File: config.mk
export PLATFORM = sky130hd
export DESIGN_NAME = s5378_cone_scan_ctrl_flat
export DESIGN_NICKNAME = d
export VERILOG_FILES = /design/src/rtl/s5378_cone_scan_ctrl_pkg.sv /design/src/rtl/s5378_cone_scan_ctrl_if.sv /design/src/rtl/s5378_cone_scan_ctrl_shift_reg.sv /design/src/rtl/s5378_cone_scan_ctrl.sv /design/src/flat_wrapper.sv
export SDC_FILE = /design/constraint.sdc
export NUM_CORES = 1
export LEC_CHECK = 0
export ABC_AREA = 1
export CORE_ASPECT_RATIO = 0.75
export CORE_MARGIN = 2
export CORE_UTILIZATION = 54
export DETAILED_ROUTE_END_ITERATION = 8
export PLACE_DENSITY = 0.86
export SKIP_LAST_GASP = 1
export SYNTH_ARGS = -nofsm -noshare
export SYNTH_HDL_FRONTEND = slang
export SYNTH_SLANG_ARGS = --single-unit
File: constraint.sdc
create_clock -name CK -period 2.7 [get_ports CK]
set_input_delay 0.405 -clock CK [delete_from_list [all_inputs] [get_ports CK]]
set_output_delay 0.405 -clock CK [all_outputs]
set_load 0.02 [all_outputs]
File: src/rtl/s5378_cone_scan_ctrl_pkg.sv
// Shared state encoding and default sizing for the s5378 cone scan controller.
package cone_scan_pkg;

  typedef enum logic [1:0] {
    ST_IDLE   = 2'd0,
    ST_SHIFT  = 2'd1,
    ST_SETTLE = 2'd2
  } state_t;

  localparam int N_IN_DEF       = 29;
  localparam int SETTLE_CYC_DEF = 2;
  localparam int CNT_W_DEF      = 16;

  // pi bit positions of the cone pins; intermediate indices follow cone port order
  localparam int PIN_N3065GAT = 0;
  localparam int PIN_N3095GAT = 28;

endpackage

File: src/rtl/s5378_cone_scan_ctrl_if.sv
// Host-side pattern/handshake/statistics bundle of the cone scan controller.
interface s5378_cone_scan_ctrl_if
  import cone_scan_pkg::*;
#(
  parameter int CNT_W = CNT_W_DEF
) ();

  logic             start;
  logic             exp_in;
  logic             si;
  logic             si_valid;
  logic             si_ready;
  logic             clear;
  logic             busy;
  logic             done;
  logic             resp;
  logic             mismatch;
  logic [CNT_W-1:0] pat_cnt;
  logic [CNT_W-1:0] fail_cnt;

  modport master (
    output start, exp_in, si, si_valid, clear,
    input  si_ready, busy, done, resp, mismatch, pat_cnt, fail_cnt
  );

  modport slave (
    input  start, exp_in, si, si_valid, clear,
    output si_ready, busy, done, resp, mismatch, pat_cnt, fail_cnt
  );

endinterface

File: src/rtl/s5378_cone_scan_ctrl_shift_reg.sv
// Pattern register: LSB-first serial load into the cone input bank.
module scan_shift_reg #(
  parameter int N_IN = 29
) (
  input  logic            clk,
  input  logic            clr,
  input  logic            en,
  input  logic            din,
  output logic [N_IN-1:0] q
);

  always_ff @(posedge clk) begin
    if (clr) begin
      q <= '0;
    end else if (en) begin
      q <= {din, q[N_IN-1:1]};
    end
  end

endmodule

File: src/rtl/s5378_cone_scan_ctrl.sv
// Scan pattern controller: serial load, settle, capture and compare one cone output.
module s5378_cone_scan_ctrl
  import cone_scan_pkg::*;
#(
  parameter int N_IN       = N_IN_DEF,
  parameter int SETTLE_CYC = SETTLE_CYC_DEF,
  parameter int CNT_W      = CNT_W_DEF
) (
  input  logic                   CK,
  input  logic                   RST,
  s5378_cone_scan_ctrl_if.slave  bus,
  output logic [N_IN-1:0]        pi,
  input  logic                   cone_out
);

  localparam int BIT_W = $clog2(N_IN + 1);

  state_t           state;
  state_t           state_nxt;
  logic [BIT_W-1:0] bit_cnt;
  logic [3:0]       settle_cnt;
  logic             exp_q;
  logic             accept;
  logic             shift_en;
  logic             last_bit;
  logic             capture;
  logic             busy;
  logic             si_ready;
  logic             resp_q;
  logic             done_q;
  logic             mism_q;
  logic [CNT_W-1:0] pat_q;
  logic [CNT_W-1:0] fail_q;

  function automatic logic [CNT_W-1:0] sat_inc(input logic [CNT_W-1:0] v);
    return (&v) ? v : v + CNT_W'(1);
  endfunction

  always_ff @(posedge CK) begin
    if (RST) begin
      state <= ST_IDLE;
    end else begin
      state <= state_nxt;
    end
  end

  always_comb begin
    state_nxt = state;
    case (state)
      ST_IDLE:   if (bus.start) state_nxt = ST_SHIFT;
      ST_SHIFT:  if (shift_en && last_bit) state_nxt = ST_SETTLE;
      ST_SETTLE: if (settle_cnt == 4'd1) state_nxt = ST_IDLE;
      default:   state_nxt = ST_IDLE;
    endcase
  end

  always_comb begin
    busy     = (state != ST_IDLE);
    si_ready = (state == ST_SHIFT);
    accept   = (state == ST_IDLE) && bus.start;
    shift_en = si_ready && bus.si_valid;
    last_bit = (bit_cnt == BIT_W'(N_IN - 1));
    capture  = (state == ST_SETTLE) && (settle_cnt == 4'd1);
  end

  // Stage: serial load of the cone input bank
  scan_shift_reg #(
    .N_IN (N_IN)
  ) u_shift (
    .clk (CK),
    .clr (RST),
    .en  (shift_en),
    .din (bus.si),
    .q   (pi)
  );

  always_ff @(posedge CK) begin
    if (RST) begin
      bit_cnt    <= '0;
      settle_cnt <= '0;
      exp_q      <= 1'b0;
    end else begin
      if (accept) begin
        bit_cnt <= '0;
        exp_q   <= bus.exp_in;
      end else if (shift_en) begin
        bit_cnt <= bit_cnt + BIT_W'(1);
      end
      if (shift_en && last_bit) begin
        settle_cnt <= 4'(SETTLE_CYC);
      end else if (state == ST_SETTLE) begin
        settle_cnt <= settle_cnt - 4'd1;
      end
    end
  end

  // Stage: capture and compare after the settle window
  always_ff @(posedge CK) begin
    if (RST) begin
      resp_q <= 1'b0;
      done_q <= 1'b0;
      mism_q <= 1'b0;
    end else begin
      done_q <= capture;
      mism_q <= capture && (cone_out ^ exp_q);
      if (capture) begin
        resp_q <= cone_out;
      end
    end
  end

  // clear wins over a coinciding capture, so that pattern goes uncounted
  always_ff @(posedge CK) begin
    if (RST || bus.clear) begin
      pat_q  <= '0;
      fail_q <= '0;
    end else if (capture) begin
      pat_q <= pat_q + CNT_W'(1);
      if (cone_out ^ exp_q) begin
        fail_q <= sat_inc(fail_q);
      end
    end
  end

  assign bus.busy     = busy;
  assign bus.si_ready = si_ready;
  assign bus.done     = done_q;
  assign bus.resp     = resp_q;
  assign bus.mismatch = mism_q;
  assign bus.pat_cnt  = pat_q;
  assign bus.fail_cnt = fail_q;

endmodule

File: src/flat_wrapper.sv
// flat-port wrapper written by rule: the top's interface ports become plain ports
module s5378_cone_scan_ctrl_flat import cone_scan_pkg::*;
#(
  parameter int N_IN       = N_IN_DEF,
  parameter int SETTLE_CYC = SETTLE_CYC_DEF,
  parameter int CNT_W      = CNT_W_DEF
)
  (CK, RST, pi, cone_out, bus_start, bus_exp_in, bus_si, bus_si_valid, bus_clear, bus_si_ready, bus_busy, bus_done, bus_resp, bus_mismatch, bus_pat_cnt, bus_fail_cnt);
  s5378_cone_scan_ctrl_if #(.CNT_W(CNT_W)) bus_i ();
  input  logic CK;
  input  logic RST;
  output logic [N_IN-1:0] pi;
  input  logic cone_out;
  input wire logic [$bits(bus_i.start)-1:0] bus_start;
  input wire logic [$bits(bus_i.exp_in)-1:0] bus_exp_in;
  input wire logic [$bits(bus_i.si)-1:0] bus_si;
  input wire logic [$bits(bus_i.si_valid)-1:0] bus_si_valid;
  input wire logic [$bits(bus_i.clear)-1:0] bus_clear;
  output wire logic [$bits(bus_i.si_ready)-1:0] bus_si_ready;
  output wire logic [$bits(bus_i.busy)-1:0] bus_busy;
  output wire logic [$bits(bus_i.done)-1:0] bus_done;
  output wire logic [$bits(bus_i.resp)-1:0] bus_resp;
  output wire logic [$bits(bus_i.mismatch)-1:0] bus_mismatch;
  output wire logic [$bits(bus_i.pat_cnt)-1:0] bus_pat_cnt;
  output wire logic [$bits(bus_i.fail_cnt)-1:0] bus_fail_cnt;
  assign bus_i.start = bus_start;
  assign bus_i.exp_in = bus_exp_in;
  assign bus_i.si = bus_si;
  assign bus_i.si_valid = bus_si_valid;
  assign bus_i.clear = bus_clear;
  assign bus_si_ready = bus_i.si_ready;
  assign bus_busy = bus_i.busy;
  assign bus_done = bus_i.done;
  assign bus_resp = bus_i.resp;
  assign bus_mismatch = bus_i.mismatch;
  assign bus_pat_cnt = bus_i.pat_cnt;
  assign bus_fail_cnt = bus_i.fail_cnt;
  s5378_cone_scan_ctrl #(.N_IN(N_IN), .SETTLE_CYC(SETTLE_CYC), .CNT_W(CNT_W)) u_core (.CK(CK), .RST(RST), .bus(bus_i), .pi(pi), .cone_out(cone_out));
endmodule
==> flow_summary.html <==
<table>
<tr><th>Metric</th><th>Value</th></tr>
<tr><th colspan="2">Synth</th></tr>
<tr><td>Yosys warning total</td><td>0</td></tr>
<tr><td>XOR/XNOR share of the synthesized area</td><td>1.02%</td></tr>
<tr><td>Synthesized-area fraction occupied by adder cells</td><td>2.18%</td></tr>
<tr><td>Main combinational cell family by area after synthesis</td><td>simple AND/OR/NAND/NOR gates</td></tr>
<tr><td>Number of distinct library cells after synthesis</td><td>29</td></tr>
<tr><td>Post-Syn Area per Cell</td><td>6.91 µm²</td></tr>
<tr><td>Leading area contributor after synthesis</td><td>dfxtp_1</td></tr>
<tr><td>Cell count after synthesis</td><td>498</td></tr>
<tr><td>Synthesized flop and latch total</td><td>76</td></tr>
<tr><td>Post-synthesis net count</td><td>512</td></tr>
<tr><td>Cell types occupying the most area after synthesis</td><td>dfxtp_1 44%, nand2_1 14%, nor2_1 7.9%, a21oi_1 7.4%, nand3_1 7.4%</td></tr>
<tr><td>Simple-Gate Fraction of Synth Area</td><td>33.9%</td></tr>
<tr><td>Area share of the leading cell type in the synthesized netlist</td><td>44.2%</td></tr>
<tr><td>Syn Std Cell Area</td><td>3440 µm²</td></tr>
<tr><td>Register area share after synthesis</td><td>44.2%</td></tr>
<tr><td>Portion of netlist area occupied by mux cells</td><td>0%</td></tr>
<tr><td>Post-synthesis compound-gate area fraction</td><td>10.2%</td></tr>
<tr><th colspan="2">Clock tree</th></tr>
<tr><td>Clk buf depth</td><td>2</td></tr>
<tr><td>Number of H-tree levels</td><td>3</td></tr>
<tr><td>Clock sink count</td><td>76</td></tr>
<tr><td>Number of setup buffers added after CTS</td><td>0</td></tr>
<tr><td>Clock slew at the register clock pins of the worst setup and hold paths</td><td>0.07 ns</td></tr>
<tr><td>Number of buffers inserted during clock tree synthesis</td><td>9</td></tr>
<tr><td>CTS root buffer</td><td>clkbuf_8</td></tr>
<tr><td>Clock tree from TritonCTS</td><td>yes</td></tr>
<tr><td>Hold-fix buffers at CTS</td><td>0</td></tr>
<tr><td>Quantity of gates resized following cts</td><td>0</td></tr>
<tr><td>Clock insertion delay at the later pin of the skew report</td><td>0.35 ns</td></tr>
<tr><th colspan="2">Timing</th></tr>
<tr><td>Setup repair after global routing missed its margin</td><td>no</td></tr>
<tr><td>TNS Setup</td><td>0 ns</td></tr>
<tr><td>Worst hold-check slack</td><td>0.473 ns</td></tr>
<tr><td>Count of endpoints failing setup in the final report</td><td>0</td></tr>
<tr><td>Transition time at the pin with the least slew margin</td><td>0.482 ns</td></tr>
<tr><td>Final critical-path required period</td><td>2.13 ns</td></tr>
<tr><td>Final hold violation count</td><td>0</td></tr>
<tr><td>Share of the cycle needed by the critical path after routing</td><td>79.0%</td></tr>
<tr><td>Final count of pins violating max slew</td><td>0</td></tr>
<tr><td>F_max</td><td>469 MHz</td></tr>
<tr><td>Max transition margin</td><td>67.8%</td></tr>
<tr><td>Fin Clk Skew</td><td>0.0120 ns</td></tr>
<tr><th colspan="2">Die</th></tr>
<tr><td>Die Footprint</td><td>7030 µm²</td></tr>
<tr><td>Die height</td><td>73.1 µm</td></tr>
<tr><td>Width of the die</td><td>96.2 µm</td></tr>
<tr><td>Floorplan core area</td><td>6220 µm²</td></tr>
<tr><td>Number of rows in the core area</td><td>25</td></tr>
<tr><td># IOs</td><td>74</td></tr>
<tr><td>Starting density of the core</td><td>55.3%</td></tr>
<tr><th colspan="2">Placement</th></tr>
<tr><td>Global placer's final weighted congestion</td><td>0.865</td></tr>
<tr><td>Placed wire-length estimate</td><td>5.64 mm</td></tr>
<tr><td>Total of buffers placed on input and output ports</td><td>73</td></tr>
<tr><th colspan="2">Route</th></tr>
<tr><td>First-pass DRT Iterations</td><td>5</td></tr>
<tr><td>Routed wire per std cell</td><td>12.1 µm</td></tr>
<tr><td>Total via count after detailed routing</td><td>3319</td></tr>
<tr><td>Routed via count divided by cell count</td><td>5.06</td></tr>
<tr><td>Detailed router's first-iteration violation count</td><td>196</td></tr>
<tr><td>Overall routed net length</td><td>7.91 mm</td></tr>
<tr><td>Post-route DRC</td><td>0</td></tr>
<tr><td>Remaining number of nets flagged by the antenna check after routing</td><td>0</td></tr>
<tr><th colspan="2">Finish</th></tr>
<tr><td>Fillcell total</td><td>503</td></tr>
<tr><td>Layout-stage area growth over the synthesis result</td><td>28.1%</td></tr>
<tr><td>Core Util, Final</td><td>70.8%</td></tr>
<tr><td>Number of nets at the end of the flow</td><td>584</td></tr>
<tr><td>Share of cells above drive strength 1</td><td>5.74%</td></tr>
<tr><td>Count of antenna diodes in the layout</td><td>0</td></tr>
<tr><th colspan="2">Worst setup path</th></tr>
<tr><td>Worst-path maximum fanout</td><td>15</td></tr>
<tr><td>Startpoint type of the worst setup path</td><td>flop</td></tr>
<tr><td>Element type at the critical path end</td><td>primary output</td></tr>
<tr><td>Required time at the worst-slack endpoint</td><td>2.30 ns</td></tr>
<tr><td>Crit Path Category</td><td>flop to primary output</td></tr>
<tr><td>Arrival time of data at the critical path endpoint</td><td>1.73 ns</td></tr>
<tr><th colspan="2">Power and ir drop</th></tr>
<tr><td>Total power draw</td><td>2.04 mW</td></tr>
<tr><td>Power density relative to cell area</td><td>464 nW/µm²</td></tr>
<tr><td>Leakage power of the design</td><td>1.53 nW</td></tr>
<tr><td>Maximum vdd ir drop</td><td>0.307 mV</td></tr>
<tr><th colspan="2">GRT</th></tr>
<tr><td>Maximum number of pins on one net before global-route repair</td><td>37</td></tr>
<tr><td>Sum of overflow across all layers after global routing</td><td>0</td></tr>
<tr><td>Number of antenna violations at the first check in global routing</td><td>0</td></tr>
<tr><td>Total Routing Usage GR</td><td>24.0%</td></tr>
<tr><td>Number of global-route vias before repair</td><td>2980</td></tr>
<tr><td>First-pass GRT wire length</td><td>13.3 mm</td></tr>
<tr><th colspan="2">Job</th></tr>
<tr><td>Number of max-cap violations</td><td>0</td></tr>
<tr><th colspan="2">Run status</th></tr>
<tr><td>Outcome</td><td>completed</td></tr>
<tr><th colspan="2">Min path</th></tr>
<tr><td>Worst min path class</td><td>flop to flop</td></tr>
</table>
routing by layer:
metal | up-vias | track usage, % | wire, µm
li1 | 1728 | - | -
met4 | 0 | 9.84 | 148
met5 | - | 0 | 0
met1 | 1500 | 31.0 | 3600
met2 | 80 | 38.5 | 3740
met3 | 11 | 5.79 | 418
placed cells by master, fill, tap and decap left out, types with 3 or more instances in the layout:
| cell | count |
|---|---|
| nor3_1 | 8 |
| a21oi_1 | 51 |
| nand4_1 | 5 |
| nor2_1 | 72 |
| nand3_1 | 51 |
| clkbuf_1 | 3 |
| nor2_2 | 4 |
| buf_4 | 8 |
| dfxtp_1 | 76 |
| nand2_1 | 125 |
| o21ai_0 | 15 |
| ha_1 | 6 |
| inv_1 | 48 |
| clkbuf_8 | 12 |
| clkdlybuf4s50_1 | 73 |
cells by family after synthesis:
group / after synthesis
compound gates: 69
xor+xnor: 4
fa+ha+maj: 6
buf+inv: 69
flops: 76
simple gates: 274
metrics by stage:
step                      area, µm²  setup slack (ns)  std cells
after CTS                      4410             0.563        656
after global routing           4410             0.503        656
after global placement         4230             0.908        640
final                          4410             0.567        656
after detailed placement       4230             0.861        640
after floorplan                3440              1.04        498
layout make-up:
type / instances / area (µm²) / area share (%)
Multi-Input combinational cell: 353 / 1630 / 37.0
Sequential cell: 76 / 1520 / 34.5
Timing Repair Buffer: 81 / 791 / 17.9
Inverter: 49 / 184 / 4.17
Clock buffer: 15 / 176 / 4.00
Tap cell: 81 / 101 / 2.30
Clock inverter: 1 / 5.00 / 0.114
critical path: stages (launching register included):
cell             delay [ns]
dfxtp_1                0.39
inv_1                  0.08
nor2_2                 0.08
buf_4                  0.21
clkdlybuf4s50_1        0.63
Yosys cell counts, drive strengths merged:
| cell type | count |
|---|---|
| a21oi | 51 |
| xnor2 | 2 |
| ha | 6 |
| a31oi | 1 |
| nor3b | 2 |
| inv | 49 |
| or2 | 1 |
| dfxtp | 76 |
| nand2 | 127 |
| o21bai | 1 |
| buf | 6 |
| a211oi | 1 |
| nor2 | 78 |
| o21ai | 15 |
| nor3 | 9 |
| nand3 | 52 |
| clkbuf | 14 |
| xor2 | 2 |
| nand4 | 5 |
worst paths after layout:
kind | startpoint | endpoint | slack [ns] | cells after the start
max | u_core.state[0] | bus_si_ready | 0.57 | 4
min | u_core.bus.pat_cnt[7] | u_core.bus.pat_cnt[7] | 0.47 | 2
max reg2reg | u_core.bus.fail_cnt[0] | u_core.bus.fail_cnt[0] | 0.90 | 11
min reg2reg | u_core.bus.pat_cnt[7] | u_core.bus.pat_cnt[7] | 0.47 | 2
flip-flops by register name, indices dropped and copies added, names as in the netlist:
name	count
u_core.exp_q	1
u_core.settle_cnt	4
u_core.bus.fail_cnt	16
u_core.bus.pat_cnt	16
u_core.state	2
u_core.u_shift.q	29
u_core.bus.mismatch	1
u_core.bus.resp	1
u_core.bit_cnt	5
u_core.bus.done	1
power breakdown:
| part | internal, mW | total [mW] | switching [mW] |
|---|---|---|---|
| combinational | 0.0384 | 0.119 | 0.0807 |
| clock | 0.410 | 0.797 | 0.387 |
| sequential | 1.12 | 1.13 | 0.00400 |
| total | 1.57 | 2.04 | 0.472 |
(Power assumes the default switching activity.)
